## config.mk

```make
export PLATFORM = sky130hd
export DESIGN_NAME = load_align_unit
export DESIGN_NICKNAME = d
export VERILOG_FILES = /design/src/rtl/load_align_unit_pkg.sv /design/src/rtl/load_align_unit_lane_ext.sv /design/src/rtl/load_align_unit.sv
export SDC_FILE = /design/constraint.sdc
export NUM_CORES = 1
export LEC_CHECK = 0
export ABC_AREA = 0
export CORE_UTILIZATION = 40
export CTS_CLUSTER_SIZE = 10
export DETAILED_ROUTE_END_ITERATION = 16
export GPL_ROUTABILITY_DRIVEN = 0
export PLACE_DENSITY = 0.78
export SETUP_SLACK_MARGIN = 0.1
export SYNTH_ARGS = -nofsm -noshare
export SYNTH_HDL_FRONTEND = slang
export SYNTH_SLANG_ARGS = --single-unit
```

## constraint.sdc

```tcl
create_clock -name clk -period 2.86 [get_ports clk]
set_input_delay 0.572 -clock clk [delete_from_list [all_inputs] [get_ports clk]]
set_output_delay 0.572 -clock clk [all_outputs]
set_load 0.05 [all_outputs]
```

## src/rtl/load_align_unit_pkg.sv

```systemverilog
// Shared load-type codes, extension modes, FSM states and small helpers
// for the load alignment path.
package load_align_unit_pkg;

    // Load type encodings carried on req_type
    localparam logic [2:0] LD_LW  = 3'b000;
    localparam logic [2:0] LD_LH  = 3'b001;
    localparam logic [2:0] LD_LHU = 3'b010;
    localparam logic [2:0] LD_LB  = 3'b011;
    localparam logic [2:0] LD_LBU = 3'b100;

    // Extension mode shared with the 8/16-bit extenders
    localparam logic EXT_SIGNED = 1'b1;
    localparam logic EXT_ZERO   = 1'b0;

    typedef enum logic [1:0] {
        ST_IDLE = 2'd0,
        ST_READ = 2'd1,
        ST_RESP = 2'd2
    } load_state_t;

    // Byte extender: signed mode replicates bit 7, otherwise zero-fills
    function automatic logic [31:0] ext8(input logic [7:0] v, input logic mode);
        return {{24{(mode == EXT_SIGNED) & v[7]}}, v};
    endfunction

    // Halfword extender: signed mode replicates bit 15, otherwise zero-fills
    function automatic logic [31:0] ext16(input logic [15:0] v, input logic mode);
        return {{16{(mode == EXT_SIGNED) & v[15]}}, v};
    endfunction

    // Unknown load types fall into the word case, so they need full alignment
    function automatic logic is_misaligned(input logic [2:0] ld_type, input logic [1:0] off);
        logic bad;
        case (ld_type)
            LD_LB, LD_LBU: bad = 1'b0;
            LD_LH, LD_LHU: bad = off[0];
            default:       bad = (off != 2'b00);
        endcase
        return bad;
    endfunction

endpackage

```

## src/rtl/load_align_unit_lane_ext.sv

```systemverilog
// Combinational lane selector and extender: picks the addressed byte or
// halfword out of a little-endian word and widens it to 32 bits.
module load_lane_ext
    import load_align_unit_pkg::*;
(
    input  logic [31:0] rdata,
    input  logic [1:0]  off,
    input  logic [2:0]  ld_type,
    output logic [31:0] ext
);

    logic [7:0]  byte_sel;
    logic [15:0] half_sel;

    // Select the byte lane from addr[1:0] and the halfword lane from addr[1]
    always_comb begin
        case (off)
            2'd0:    byte_sel = rdata[7:0];
            2'd1:    byte_sel = rdata[15:8];
            2'd2:    byte_sel = rdata[23:16];
            default: byte_sel = rdata[31:24];
        endcase
        half_sel = off[1] ? rdata[31:16] : rdata[15:0];
    end

    // Extend the selected lane; anything not a byte/half load returns the whole word
    always_comb begin
        ext = rdata;
        case (ld_type)
            LD_LB:   ext = ext8(byte_sel, EXT_SIGNED);
            LD_LBU:  ext = ext8(byte_sel, EXT_ZERO);
            LD_LH:   ext = ext16(half_sel, EXT_SIGNED);
            LD_LHU:  ext = ext16(half_sel, EXT_ZERO);
            default: ext = rdata;
        endcase
    end

endmodule

```

## src/rtl/load_align_unit.sv

```systemverilog
// Load path controller: accepts one load at a time, issues a word-aligned
// read, waits (optionally bounded) for the data and returns the extended
// result with its destination register.
module load_align_unit
    import load_align_unit_pkg::*;
#(
    parameter int unsigned ADDR_W      = 32,
    parameter int unsigned MEM_TIMEOUT = 255
) (
    input  logic              clk,
    input  logic              rst,
    input  logic              req_valid,
    output logic              req_ready,
    input  logic [ADDR_W-1:0] req_addr,
    input  logic [2:0]        req_type,
    input  logic [4:0]        req_rd,
    output logic              mem_rd_en,
    output logic [ADDR_W-1:0] mem_addr,
    input  logic              mem_rvalid,
    input  logic [31:0]       mem_rdata,
    output logic              resp_valid,
    input  logic              resp_ready,
    output logic [31:0]       resp_data,
    output logic [4:0]        resp_rd,
    output logic              resp_err
);

    // Counter only needs to reach MEM_TIMEOUT-1; with no timeout it just wraps
    localparam int CNT_W = (MEM_TIMEOUT > 2) ? $clog2(MEM_TIMEOUT) : 1;

    load_state_t        state;
    logic [1:0]         lat_off;
    logic [2:0]         lat_type;
    logic [CNT_W-1:0]   tmo_cnt;
    logic [31:0]        ext_data;
    logic               tmo_hit;

    load_lane_ext u_lane_ext (
        .rdata   (mem_rdata),
        .off     (lat_off),
        .ld_type (lat_type),
        .ext     (ext_data)
    );

    // Timeout fires on the last permitted READ cycle when a bound is configured
    always_comb begin
        tmo_hit = (MEM_TIMEOUT != 0) && (32'(tmo_cnt) == MEM_TIMEOUT - 1);
    end

    // Main FSM with registered handshake, memory strobe and response outputs
    always_ff @(posedge clk or posedge rst) begin
        if (rst) begin
            state      <= ST_IDLE;
            req_ready  <= 1'b1;
            mem_rd_en  <= 1'b0;
            mem_addr   <= '0;
            resp_valid <= 1'b0;
            resp_data  <= '0;
            resp_rd    <= '0;
            resp_err   <= 1'b0;
            lat_off    <= '0;
            lat_type   <= LD_LW;
            tmo_cnt    <= '0;
        end else begin
            case (state)
                ST_IDLE: begin
                    if (req_valid && req_ready) begin
                        lat_off   <= req_addr[1:0];
                        lat_type  <= req_type;
                        resp_rd   <= req_rd;
                        mem_addr  <= {req_addr[ADDR_W-1:2], 2'b00};
                        req_ready <= 1'b0;
                        tmo_cnt   <= '0;
                        if (is_misaligned(req_type, req_addr[1:0])) begin
                            resp_valid <= 1'b1;
                            resp_err   <= 1'b1;
                            resp_data  <= '0;
                            state      <= ST_RESP;
                        end else begin
                            mem_rd_en <= 1'b1;
                            state     <= ST_READ;
                        end
                    end
                end
                ST_READ: begin
                    if (mem_rvalid) begin
                        resp_data  <= ext_data;
                        resp_err   <= 1'b0;
                        resp_valid <= 1'b1;
                        mem_rd_en  <= 1'b0;
                        state      <= ST_RESP;
                    end else if (tmo_hit) begin
                        resp_data  <= '0;
                        resp_err   <= 1'b1;
                        resp_valid <= 1'b1;
                        mem_rd_en  <= 1'b0;
                        state      <= ST_RESP;
                    end else begin
                        tmo_cnt <= tmo_cnt + CNT_W'(1);
                    end
                end
                ST_RESP: begin
                    if (resp_ready) begin
                        resp_valid <= 1'b0;
                        req_ready  <= 1'b1;
                        state      <= ST_IDLE;
                    end
                end
                default: begin
                    state <= ST_IDLE;
                end
            endcase
        end
    end

endmodule

```

==> results of run 1 <==
[per-stage QoR]
stage                     utilization (%)  area (µm²)  setup WS (ns)  total power (µW)  std cells
final                                59.0        6110          0.542              7630        645
after global routing                 59.0        6110          0.476              8050        645
after CTS                            59.0        6110          0.523              7670        645
after detailed placement             56.9        5900          0.443              6730        629
after global placement               56.9        5900          0.481              6640        629
after floorplan                         -        4310          0.999              5270        363
[kinds of logic after synthesis]
family	Yosys count	share of synthesized area, %
adders and majority gates	6	1.72
other	1	0.0872
DFF	86	50.0
AOI/OAI and AO/OA	96	18.1
xor gates and xnor gates	7	1.42
buffers and inverters	35	4.19
and+or+nand+nor	80	8.96
muxes	51	15.4
[registers in the layout, indices dropped and copies added (netlist names)]
| register | cells |
|---|---|
| req_ready | 1 |
| resp_valid | 1 |
| state | 2 |
| mem_rd_en | 1 |
| resp_rd | 5 |
| resp_data | 32 |
| lat_type | 3 |
| resp_err | 1 |
| tmo_cnt | 8 |
| lat_off | 2 |
| mem_addr | 30 |
[layer usage]
metal | vias up | part of all wire, % | track usage [%]
met3 | 27 | 7.3 | 5.94
met5 | - | 0 | 0
li1 | 1630 | - | -
met2 | 161 | 49 | 34.9
met1 | 1719 | 41 | 26.7
met4 | 0 | 2.8 | 7.44
[area by class of cell]
| cell class | instances | area share (%) |
|---|---|---|
| well taps | 136 | 2.78 |
| repair buffers | 154 | 25.3 |
| inverters | 11 | 0.737 |
| clock inverters | 7 | 1.43 |
| multi-input cells | 242 | 32.5 |
| flip-flops and latches | 86 | 35.2 |
| clock buffers | 9 | 2.03 |
[where the power goes]
group	switching, µW	leakage, µW	internal [µW]
combinational	2860	0.00129	1710
clock	489	0.000109	427
sequential	410	0.00111	1730
total	3760	0.00251	3870
[placed cells by master, fill, tap and decap left out, types with 2 or more instances in the layout]
| master | netlist | layout |
|---|---|---|
| a21oi_1 | 8 | 8 |
| clkdlybuf4s50_1 | 0 | 147 |
| inv_6 | 0 | 3 |
| nor3b_1 | 2 | 2 |
| o21ai_2 | 3 | 3 |
| o2bb2ai_1 | 25 | 25 |
| nor3_1 | 7 | 7 |
| inv_1 | 10 | 9 |
| dfrtp_1 | 85 | 85 |
| mux2_2 | 38 | 38 |
| and3_1 | 3 | 3 |
| mux2i_1 | 3 | 3 |
| o21a_1 | 2 | 2 |
| buf_12 | 0 | 2 |
| conb_1 | 1 | 2 |
| inv_8 | 0 | 2 |
| a211oi_1 | 10 | 10 |
| xnor2_1 | 6 | 5 |
| a21boi_2 | 2 | 2 |
| mux4_2 | 8 | 8 |
| nand2_1 | 11 | 11 |
| a22o_1 | 8 | 8 |
| o22ai_1 | 15 | 15 |
| nand3b_1 | 3 | 3 |
| a211o_1 | 2 | 2 |
| buf_4 | 5 | 5 |
| clkbuf_8 | 0 | 9 |
| nand4b_1 | 2 | 2 |
| a31oi_1 | 2 | 2 |
| nor2_1 | 37 | 37 |
| o21ai_0 | 8 | 8 |
| ha_1 | 5 | 5 |
| nand3_1 | 8 | 7 |
[cells in the mapped netlist (2+ instances only)]
cell type   n  share of area [%]
and3_1      3               0.44
xnor2_1     6                1.2
nor2_1     37                3.2
a21oi_1     8               0.93
mux2_2     38                9.9
nand4b_1    2               0.41
nor3b_1     2               0.35
o21a_1      2               0.35
a211oi_1   10                1.7
a21boi_2    2               0.52
ha_1        5                1.5
nand2_1    11               0.96
buf_2      12                1.4
mux2i_1     3               0.70
o21ai_0     8               0.93
inv_1      10               0.87
a31oi_1     2               0.29
o2bb2ai_1  25                5.1
clkbuf_1    4               0.35
nand3_1     8               0.93
o22ai_1    15                2.2
nand3b_1    3               0.52
mux4_2      8                4.2
o21ai_2     3               0.61
buf_4       5               0.87
a211o_1     2               0.41
dfrtp_1    85                 49
a22o_1      8                1.6
nor3_1      7               0.81
buf_6       2               0.52
[path summary, 6_finish.rpt]
check	startpoint	to	slack (ns)	depth (start not counted)
max in group asynchronous	rst	req_ready	1.79	3
worst max-delay path	req_ready	req_ready	0.54	1
worst max register to register	state[0]	resp_valid	0.65	6
worst min register to register	resp_data[17]	resp_data[17]	0.50	1
min in group asynchronous	rst	resp_data[19]	0.67	3
worst min-delay path	resp_data[17]	resp_data[17]	0.50	1
==> summary.txt, run 1 <==
PostCTS Resize Cnt = 0
CTS tree = done
Period utilization = 81.1%
Post-synth EDFFs = 0
Hold crit path type = flip-flop to flip-flop
Synth cell types = 56
Top_reg_cell synth = dfrtp_1
Core box area = 10400 µm²
Crit path kind = flip-flop to primary output
Root buf cell = clkbuf_8
Num CTS Buffers = 9
WP buf/inv = 1
Drt first pass iters = 4
Max-slew headroom = 52.7%
Cells after Synth = 362
Die width = 106 µm
# port buffers = 147
Maximum vdd ir drop = 0.788 mV
Worst path max stage delay = 0.81 ns
Largest delay share family, worst path = buffers and inverters
Initial antenna violation count = 0
Insertion delay to the later sink of the worst-skew pair = 0.36 ns
Multi-input gate area = 1990 µm²
Die Area = 11200 µm²
Clock Path Buffers = 2
Post-route ant nets = 0
RSZ-0062 raised after global routing = false
Total track usage = 21.2%
Final setup TNS = 0 ns
Worst Setup End Kind = primary output
Routed length per placed instance = 17.3 µm
Initial DRC Count = 208
Crit path required time = 2.29 ns
HPWL after DPL = 8100 µm
FFs w/ async S/R, synth = 100%
Crit-path max FO = 6
Hold_buf cts = 0
Fmax = 431 MHz
Remaining DRCs = 0
Sequential share of the synthesized area = 50.0%
Seq cells post-synth = 86
Area added between synthesis and finish = 42.1%
Final setup violation count = 0
Fillcell total = 860
Status = finished clean
Gr ovfl total = 0
Clock Skew = 0.0107 ns
Vias = 3537
Synth warn = 0
CTS sink cnt = 86
Via density = 5.48
Post-CTS setup repair buffer count = 0
Hold WS = 0.503 ns
H-Tree Depth = 3
Crit-path slowest cell = clkdlybuf4s50_1
Register Area = 2150 µm²
Critical path data arrival time = 1.75 ns
MaxCap Viol Count = 0
Mapped Avg Cell Area = 11.9 µm²
Row count = 37
Layout cells sized above 1 = 17.1%
Synthesized area = 4300 µm²
Vias in the first global route = 3668
Slew Limit Fails = 0
Routed WL = 11200 µm
Ant diodes = 0
Nets@finish = 586
Die Height = 106 µm
Hold Vio Cnt, Final = 0
Cell Chain, Critical Path = clkdlybuf4s50_1
Worst setup SP type = flip-flop
I/O pin count = 150
Leak Pwr = 0.00251 µW
Clk pin slew, worst setup/hold paths = 0.09 ns
Global-route wire length before repair = 18700 µm
Largest net degree at the start of global routing = 87
Crit path time final = 2.32 ns
P per Cell Area = 1250 nW/µm²
Worst-Margin Slew = 0.710 ns
Initial Util = 41.5%
Power figures use the tool's default switching activity.
==> run 2: changes to the inputs <==
==> constraint.sdc (replaced) <==
create_clock -name clk -period 1.9 [get_ports clk]
set_input_delay 0.38 -clock clk [delete_from_list [all_inputs] [get_ports clk]]
set_output_delay 0.38 -clock clk [all_outputs]
set_load 0.05 [all_outputs]
==> summary.txt, run 2 (synthesis gave the netlist of run 1 again) <==
Worst-Margin Slew = 0.531 ns (-0.179 ns)
Maximum vdd ir drop = 1.12 mV (+41%)
Clock Path Buffers = 2 (unchanged)
I/O pin count = 150 (unchanged)
Max reg flops = 32 (unchanged)
Nets@finish = 634 (+8.2%)
MaxCap Viol Count = 0 (unchanged)
Register name with the most flops = resp_data
Switching portion of total power = 48.6% (-0.69 points)
Die width = 106 µm (unchanged)
RSZ-0062 raised after global routing = true
Area added between synthesis and finish = 52.3%
Drt first pass iters = 4 (unchanged)
Crit-path slowest cell = dfrtp_2
Via density = 5.40 (-1.5%)
Vias = 3734 (+5.6%)
Worst path max stage delay = 0.45 ns (-0.36 ns)
Hold Vio Cnt, Final = 0 (unchanged)
HPWL after DPL = 8890 µm (+9.8%)
Routed length per placed instance = 17.2 µm (-0.36%)
Crit path required time = 2.19 ns (-0.10 ns)
Comb pwr share = 62.2% (+2.2 points)
Die Height = 106 µm (unchanged)
Gr ovfl total = 0 (unchanged)
Psw = 5760 µW (+53%)
Crit path time final = 1.79 ns
Ant diodes = 0 (unchanged)
Internal = 6090 µW (+57%)
Clk pin slew, worst setup/hold paths = 0.09 ns (about the same)
Hold_buf cts = 0 (unchanged)
CTS sink cnt = 86 (unchanged)
Hold WS = 0.377 ns (-0.126 ns)
Worst Setup End Kind = flip-flop
Total track usage = 21.6% (+0.43 points)
Largest net degree at the start of global routing = 43 (-51%)
Clock Skew = 0.0106 ns (-0.000123 ns)
Status = finished clean
Root buf cell = clkbuf_8
Leak Pwr = 0.00296 µW (+18%)
Fmax = 560 MHz
Vias in the first global route = 3805 (+3.7%)
Critical path data arrival time = 2.07 ns (+0.32 ns)
Fin cells = 691 (+7.1%)
Row count = 37 (unchanged)
Period utilization = 94.0%
Commonest non-fill, non-tap cell in the layout = dfrtp_1
Remaining DRCs = 0 (unchanged)
Num CTS Buffers = 9 (unchanged)
Crit-path max FO = 7 (+1)
Hold crit path type = primary input to asynchronous set/reset pin
Final Power = 11800 µW (+55%)
Commonest non-fill, non-tap cells in the layout = dfrtp_1 (83), buf_4 (77), clkdlybuf4s50_1 (73)
H-Tree Depth = 3 (unchanged)
Routed WL = 11900 µm (+6.7%)
CTS tree = done
Insertion delay to the later sink of the worst-skew pair = 0.34 ns (-0.02 ns)
Core box area = 10400 µm² (unchanged)
Global-route wire length before repair = 19100 µm (+2.0%)
Clk network pwr share = 11.4% (-0.6 points)
Initial antenna violation count = 0 (unchanged)
Final setup violation count = 0 (unchanged)
Initial DRC Count = 171 (-18%)
P per Cell Area = 1810 nW/µm² (+45%)
Worst setup SP type = flip-flop
Reg power frac = 26.3% (-1.7 points)
Cell Chain, Critical Path = or3b_4, a21boi_4, a211oi_1, nor3_2, a22o_1
Placed Area = 6250 µm² (+5.8%)
Post-route ant nets = 0 (unchanged)
Crit path kind = flip-flop to flip-flop
Slew Limit Fails = 0 (unchanged)
# port buffers = 147 (unchanged)
Initial Util = 41.5% (unchanged)
Largest registers = resp_data (32), mem_addr (30), tmo_cnt (8)
Layout cells sized above 1 = 33.9% (+17 points)
Max-slew headroom = 64.8% (+12 points)
Inst Count DP = 676 (+7.5%)
Die Area = 11200 µm² (unchanged)
Post-route cell area = 6560 µm² (+7.2%)
## run 2: cell count changes in the layout (fill, tap and decap cells not counted), sizes merged
cell / delta
clkdlybuf4s50: -74
dlygate4sd2: +40
inv: -5
buf: +79
clkinv: +1
clkbuf: +1
dlymetal6s2s: +3
bufinv: +1
## run 2: repair_timing
item	in CTS	in global routing
endpoints found under the setup margin	70	38
gates resized for setup	48	28
buffers inserted	0	1
pin swaps	1	12
## run 2: final cells by class
class	count	area, µm²
sequential	86	2160
clock buffer	10	128
fill	821	3810
inverter	11	45.0
tap	136	170
timing repair buffer	202	1860
clock inverter	4	73.8
multi-input combinational	242	2120
## run 2: critical path, delay by kind of cell, from the launching register on
| family | cells | cell delay (ns) |
|---|---|---|
| AND/OR/NAND/NOR | 2 | 0.67 |
| AO/OA/AOI/OAI | 3 | 0.62 |
| flip-flops | 1 | 0.45 |
## run 2: per-stage QoR
| stage | setup WS [ns] | util [%] | TNS (ns) |
|---|---|---|---|
| after global placement | -0.232 | 60.2 | -6.04 |
| after detailed placement | -0.286 | 60.2 | -8.22 |
| final | 0.115 | 63.2 | 0 |
| after global routing | 0.0546 | 63.2 | 0 |
| after floorplan | 0.105 | - | 0 |
| after CTS | 0.0914 | 62.1 | 0 |
## run 2: final timing paths
| path | from | cells past startpoint | endpoint | slack [ns] |
|---|---|---|---|---|
| setup / recovery | lat_type[0] | 5 | resp_data[1] | 0.11 |
| hold reg to reg | resp_data[27] | 1 | resp_data[27] | 0.50 |
| min in group clk | req_type[0] | 2 | lat_type[0] | 0.38 |
| setup reg to reg | lat_type[0] | 5 | resp_data[1] | 0.11 |
| max in group asynchronous | rst | 3 | lat_type[0] | 1.02 |
| hold / removal | rst | 2 | tmo_cnt[5] | 0.38 |
## run 2: routing by layer
metal / wire, µm / vias to the layer above / GRT usage [%]
li1: - / 1723 / -
met2: 6170 / 105 / 36.4
met4: 235 / 0 / 8.13
met3: 522 / 16 / 3.53
met5: 0 / - / 0
met1: 4980 / 1890 / 28.0
## run 2: power by group through the flow
| stage | sequential, µW | clock (µW) | combinational, µW |
|---|---|---|---|
| after global placement | 3120 | 0 | 7260 |
| after floorplan | 5430 | 0 | 2510 |
| after detailed placement | 3140 | 0 | 7380 |
| final | 3120 | 1360 | 7370 |
| after global routing | 3210 | 1450 | 7760 |
| after CTS | 3100 | 1390 | 7190 |
